<file path="src/rtl/bb_reset_seq_pkg.sv">
// Shared types for the reset sequencer: FSM state encoding and counter sizing.
package bb_reset_pkg;

    typedef enum logic [1:0] {
        HOLD    = 2'd0,
        STRETCH = 2'd1,
        RELEASE = 2'd2,
        RUN     = 2'd3
    } state_t;

    function automatic int CNT_W(input int a, input int b);
        return $clog2(((a > b) ? a : b) + 1);
    endfunction

endpackage

</file>
<file path="src/rtl/bb_reset_sync_core.sv">
// Async-assert, sync-deassert reset synchroniser of STAGE_NUM flops.
module bb_reset_sync_core #(
    parameter int STAGE_NUM = 2
) (
    input  logic clk,
    input  logic rst_n,
    output logic sync_rst_n
);

    logic [STAGE_NUM-1:0] r_sync;

    always_ff @(posedge clk or negedge rst_n) begin
        if (!rst_n) r_sync <= '0;
        else        r_sync <= {r_sync[STAGE_NUM-2:0], 1'b1};
    end

    assign sync_rst_n = r_sync[STAGE_NUM-1];

endmodule

</file>
<file path="src/rtl/bb_reset_seq.sv">
// Multi-channel reset sequencer: all outputs assert together, release in index
// order after a minimum hold, restartable by a synchronous software request.
module bb_reset_seq
    import bb_reset_pkg::*;
#(
    parameter int STAGE_NUM  = 2,
    parameter int CH_NUM     = 4,
    parameter int MIN_ASSERT = 8,
    parameter int GAP_CYC    = 4
) (
    input  logic              clk,
    input  logic              rst_n,
    input  logic              sw_rst_req,
    output logic [CH_NUM-1:0] gen_rst_n,
    output logic              seq_busy,
    output logic              seq_done
);

    localparam int CW    = CNT_W(MIN_ASSERT, GAP_CYC);
    localparam int IDX_W = (CH_NUM > 1) ? $clog2(CH_NUM) : 1;

    localparam logic [CW-1:0]    L_MA   = CW'(MIN_ASSERT - 1);
    localparam logic [CW-1:0]    L_GAP  = CW'(GAP_CYC - 1);
    localparam logic [IDX_W-1:0] L_LAST = IDX_W'(CH_NUM - 1);

    logic w_sync;

    state_t              r_state, w_state_nxt;
    logic [CW-1:0]       r_cnt,   w_cnt_nxt;
    logic [IDX_W-1:0]    r_idx,   w_idx_nxt;
    logic [CH_NUM-1:0]   r_gen,   w_gen_nxt;

    bb_reset_sync_core #(
        .STAGE_NUM (STAGE_NUM)
    ) u_sync (
        .clk        (clk),
        .rst_n      (rst_n),
        .sync_rst_n (w_sync)
    );

    always_ff @(posedge clk or negedge rst_n) begin
        if (!rst_n) begin
            r_state <= HOLD;
            r_cnt   <= '0;
            r_idx   <= '0;
            r_gen   <= '0;
        end else begin
            r_state <= w_state_nxt;
            r_cnt   <= w_cnt_nxt;
            r_idx   <= w_idx_nxt;
            r_gen   <= w_gen_nxt;
        end
    end

    always_comb begin
        w_state_nxt = r_state;
        w_cnt_nxt   = r_cnt;
        w_idx_nxt   = r_idx;
        w_gen_nxt   = r_gen;

        case (r_state)
            // HOLD with the sync reset high behaves as the first STRETCH cycle
            // (counter already 0), so ch0 releases MIN_ASSERT edges after the sync edge.
            HOLD, STRETCH: begin
                if (r_state != HOLD && sw_rst_req) begin
                    w_gen_nxt   = '0;
                    w_cnt_nxt   = '0;
                    w_state_nxt = STRETCH;
                end else if (w_sync) begin
                    if (r_cnt == L_MA) begin
                        w_gen_nxt[0] = 1'b1;
                        w_cnt_nxt    = '0;
                        w_idx_nxt    = IDX_W'(1);
                        w_state_nxt  = (CH_NUM == 1) ? RUN : RELEASE;
                    end else begin
                        w_cnt_nxt   = r_cnt + 1'b1;
                        w_state_nxt = STRETCH;
                    end
                end
            end
            RELEASE: begin
                if (sw_rst_req) begin
                    w_gen_nxt   = '0;
                    w_cnt_nxt   = '0;
                    w_state_nxt = STRETCH;
                end else if (r_cnt == L_GAP) begin
                    for (int unsigned i = 1; i < CH_NUM; i++) begin
                        if (r_idx == IDX_W'(i)) w_gen_nxt[i] = 1'b1;
                    end
                    w_cnt_nxt = '0;
                    if (r_idx == L_LAST) w_state_nxt = RUN;
                    else                 w_idx_nxt   = r_idx + 1'b1;
                end else begin
                    w_cnt_nxt = r_cnt + 1'b1;
                end
            end
            RUN: begin
                if (sw_rst_req) begin
                    w_gen_nxt   = '0;
                    w_cnt_nxt   = '0;
                    w_state_nxt = STRETCH;
                end
            end
            default: w_state_nxt = HOLD;
        endcase
    end

    assign gen_rst_n = r_gen;
    assign seq_done  = (r_state == RUN);
    assign seq_busy  = (r_state != RUN);

endmodule

</file>
<file path="config.mk">
export PLATFORM = sky130hd
export DESIGN_NAME = bb_reset_seq
export DESIGN_NICKNAME = d
export VERILOG_FILES = /design/src/rtl/bb_reset_seq_pkg.sv /design/src/rtl/bb_reset_sync_core.sv /design/src/rtl/bb_reset_seq.sv
export SDC_FILE = /design/constraint.sdc
export NUM_CORES = 1
export LEC_CHECK = 0
export ABC_CLOCK_PERIOD_IN_PS = 2400
export CAP_MARGIN = 30
export CORE_ASPECT_RATIO = 0.8
export CORE_MARGIN = 3
export CORE_UTILIZATION = 25
export CTS_BUF_LIST = sky130_fd_sc_hd__clkbuf_8
export DETAILED_ROUTE_END_ITERATION = 8
export HOLD_SLACK_MARGIN = 0.03
export SLEW_MARGIN = 30
export SYNTH_ARGS = -nofsm -noshare
export SYNTH_HDL_FRONTEND = slang
export SYNTH_HIERARCHICAL = 1
export SYNTH_SLANG_ARGS = --single-unit
</file>
<file path="constraint.sdc">
create_clock -name clk -period 2.4 [get_ports clk]
set_input_delay 0.6 -clock clk [delete_from_list [all_inputs] [get_ports clk]]
set_output_delay 0.6 -clock clk [all_outputs]
set_load 0.01 [all_outputs]
</file>
==> impl_results.md <==
* Status: completed
* CTS root buf: sky130_fd_sc_hd__clkbuf_8
* DR vias at 589
* Diodes inserted at 0
* Syn Area/Cell at 9.35 um2
* CTS Buf Count at 3
* Final count of hold timing violations at 0
* Sort of element at the end of the critical path: output port
* Count of placed standard cells including taps at 128
* Number of storage elements in the synthesis netlist at 14
* Share of async-settable or async-resettable flops after synthesis at 1.00
* Crit Path Category: flop to output port
* Bufs and invs on worst path at 2
* First DRT Iteration DRCs at 35
* Clock tree skew after final layout at 0.00659 ns
* Synth top cells by count: 14 x sky130_fd_sc_hd__dfrtp_1, 9 x sky130_fd_sc_hd__inv_1, 9 x sky130_fd_sc_hd__nor2_1
* P per Cell Area at 524 mW/mm2
* Via count of the first global-routing pass at 562
* Synth area leader: sky130_fd_sc_hd__dfrtp_1
* Clock Path Buffers at 2
* Largest fanout on the critical path at 11
* Post-Synthesis Net Count at 91
* Count of final setup violators at 0
* Multi-input logic area at 379 um2
* Nets@finish at 102
* Netlist area before placement at 786 um2
* LEAKAGE at 0.431 nW
* Cell types with the largest area share after synthesis: sky130_fd_sc_hd__dfrtp_1 45%, sky130_fd_sc_hd__ha_1 6.4%, sky130_fd_sc_hd__a31oi_1 4.8%, sky130_fd_sc_hd__inv_1 4.3%, sky130_fd_sc_hd__nor2_1 4.3%
* Number of resized instances in the post-cts repair step at 0
* Placed inst area at 906 um2
* IR Drop Worst-Case VDD at 0.000234 V
* Count of buffers from port buffering at 8
* Syn-to-layout area delta at 20.5%
* Worst path arrival time at 1.48 ns
* Die extent in y at 56.1 um
* Synth Flop Type: sky130_fd_sc_hd__dfrtp_1
* Setup repair after global routing missed its margin: no
* Half-perimeter wire length after detailed placement at 1120 um
* CTS tree: built
* Final instance area at 947 um2
* Highest attainable clock frequency at 0.482 GHz
* Clk slew on worst S/H paths at 0.05 ns
* Vias/cell at 4.50
* Number of instances in the synthesized netlist at 84
* Count of filler cells inserted in the layout at 298
* Total routed wirelength at 1480 um
* Share of cells above drive strength 1 at 0.129
* Placer's final routability congestion estimate at 0.938
* Total Die Area at 0.00386 mm2
* Antenna-violating nets left at 0
* Non-Filler Instances at 131
* Crit path required time at 1.80 ns
* Wire length of the first global-routing pass at 2640 um
* Final worst-path cycle share at 0.865
* Most congested layer reported by global routing: met1
* Initial antenna violation count at 0
* Post-detailed-route wirelength per cell at 11.3 um
* Maximum number of pins on one net before global-route repair at 15
* H-tree levels at 1
* # Max-Cap Violations at 0
* Hold-fix buffers at CTS at 0
* Remaining global-route overflow at 0
* Gr usage total at 0.0939
* Max Transition Viols Final at 0
* Slew @ Worst Pin at 0.620 ns
* Die width at 68.7 um
* Critical path's largest stage delay at 0.52 ns
* Hold Crit Class: flop to flop
* Yosys cell types at 30
* Fraction of the yosys area taken by sequential cells at 0.446
* Number of placement rows at 17
* Ordered list of cells on the worst path: nand2_1 > inv_1 > clkdlybuf4s50_1
* Met1 Use GR at 0.125
* Standard cell with the maximum stage delay on the critical path: sky130_fd_sc_hd__dfrtp_1
* Remaining max-slew budget at the tightest pin at 0.585
* Clk_lat worst skew at 0.25 ns
* Top delay family on crit path: buffers and inverters
* Setup slack of the most critical reg-to-reg path at 0.41 ns
* Number of search-and-repair iterations in the first detailed-routing pass at 4
* Met3 demand-to-capacity share in global routing at 0.0485
* CTS sink count at 14
* # IOs at 9
* Starting density of the core at 0.274
* Number of post-CTS setup repair buffers at 0
* Minimum clock period at 2.08 ns
* Number of synthesized flops with an enable pin at 0
* Post-Route Utilization at 0.330
* Post-Route Hold Slack at 0.349 ns
* Yosys synthesis warning count at 6
* Core area at 0.00287 mm2
* Area taken by flip-flops and latches at 350 um2
* Most used standard cell by instance count after synthesis: sky130_fd_sc_hd__dfrtp_1
* Total Negative Setup Slacks at 0 ns
* Met2 Use GR at 0.122
* Fraction of post-synthesis cell area in the top cell type by area at 0.446
* Nature of the critical path startpoint: flop
* Remaining routing DRC violations at 0
## per-stage QoR
stage                     setup WS (ns)  power (mW)
after floorplan                   0.546       0.296
after global placement            0.249       0.309
after detailed placement          0.223       0.312
after CTS                         0.312       0.508
after global routing              0.219       0.526
final                             0.324       0.496
## cell type report
type                       instances  area share
inverter                           9      0.0357
sequential                        14       0.370
tap                               38      0.0502
timing repair buffer              10       0.100
multi-input combinational         57       0.400
clock buffer                       3      0.0436
## worst paths after layout
check,startpoint,to,cells past startpoint
min in group asynchronous,rst_n,gen_rst_n[3],1
worst min register to register,u_sync/r_sync[0],u_sync/r_sync[1],0
worst max register to register,r_cnt[0],r_idx[1],5
worst min-delay path,u_sync/r_sync[0],u_sync/r_sync[1],0
worst max-delay path,r_state[0],seq_done,3
max in group asynchronous,rst_n,r_idx[0],1
## layer usage
| metal | routed length (um) | up-vias |
|---|---|---|
| met5 | 0 | - |
| met4 | 27 | 0 |
| met3 | 83 | 4 |
| met2 | 627 | 10 |
| met1 | 739 | 270 |
| li1 | - | 305 |
## registers in the layout, summed over array words and instances, names as in the netlist
register,flops
u_sync/r_sync,2
r_cnt,4
r_state,2
gen_rst_n,4
r_idx,2
## where the power goes
part           switching [mW]  internal (mW)  total (mW)
clock network          0.0787          0.111       0.190
logic                  0.0259         0.0228      0.0487
registers              0.0117          0.247       0.258
## cells in the final DEF (no fill, tap or decap)
| cell | synthesis | layout |
|---|---|---|
| sky130_fd_sc_hd__nor2_1 | 9 | 9 |
| sky130_fd_sc_hd__nand2_1 | 4 | 4 |
| sky130_fd_sc_hd__a2bb2oi_1 | 1 | 1 |
| sky130_fd_sc_hd__or2b_1 | 1 | 1 |
| sky130_fd_sc_hd__a31oi_1 | 6 | 6 |
| sky130_fd_sc_hd__dfrtp_1 | 14 | 14 |
| sky130_fd_sc_hd__or3b_4 | 1 | 1 |
| sky130_fd_sc_hd__inv_1 | 9 | 9 |
| sky130_fd_sc_hd__clkbuf_8 | 0 | 3 |
| sky130_fd_sc_hd__a21boi_0 | 1 | 1 |
| sky130_fd_sc_hd__o21ai_0 | 5 | 5 |
| sky130_fd_sc_hd__maj3_1 | 1 | 1 |
| sky130_fd_sc_hd__o22ai_1 | 3 | 3 |
| sky130_fd_sc_hd__a21oi_1 | 3 | 3 |
| sky130_fd_sc_hd__or4_4 | 1 | 1 |
| sky130_fd_sc_hd__and4bb_2 | 1 | 1 |
| sky130_fd_sc_hd__mux2i_1 | 1 | 1 |
| sky130_fd_sc_hd__a21o_2 | 1 | 1 |
| sky130_fd_sc_hd__ha_1 | 4 | 4 |
| sky130_fd_sc_hd__nand3_1 | 4 | 4 |
| sky130_fd_sc_hd__mux2_2 | 1 | 1 |
| sky130_fd_sc_hd__nand2_2 | 1 | 1 |
| sky130_fd_sc_hd__nand4_1 | 1 | 1 |
| sky130_fd_sc_hd__buf_4 | 0 | 2 |
| sky130_fd_sc_hd__nand2b_1 | 2 | 2 |
| sky130_fd_sc_hd__nor2b_1 | 2 | 2 |
| sky130_fd_sc_hd__mux2_4 | 1 | 1 |
| sky130_fd_sc_hd__xor2_1 | 1 | 1 |
| sky130_fd_sc_hd__conb_1 | 1 | 1 |
| sky130_fd_sc_hd__clkdlybuf4s50_1 | 0 | 8 |
## logic make-up after synthesis
family,Yosys count,share of synthesized area
multiplexers,3,0.0462
flip-flops,14,0.446
XOR/XNOR,1,0.0111
AO/OA/AOI/OAI,20,0.154
other,1,0.00477
adder cells (fa/ha/maj),5,0.0764
buffers and inverters,13,0.0717
AND/OR/NAND/NOR,27,0.189
No activity file was read; power rests on OpenSTA's default activity.
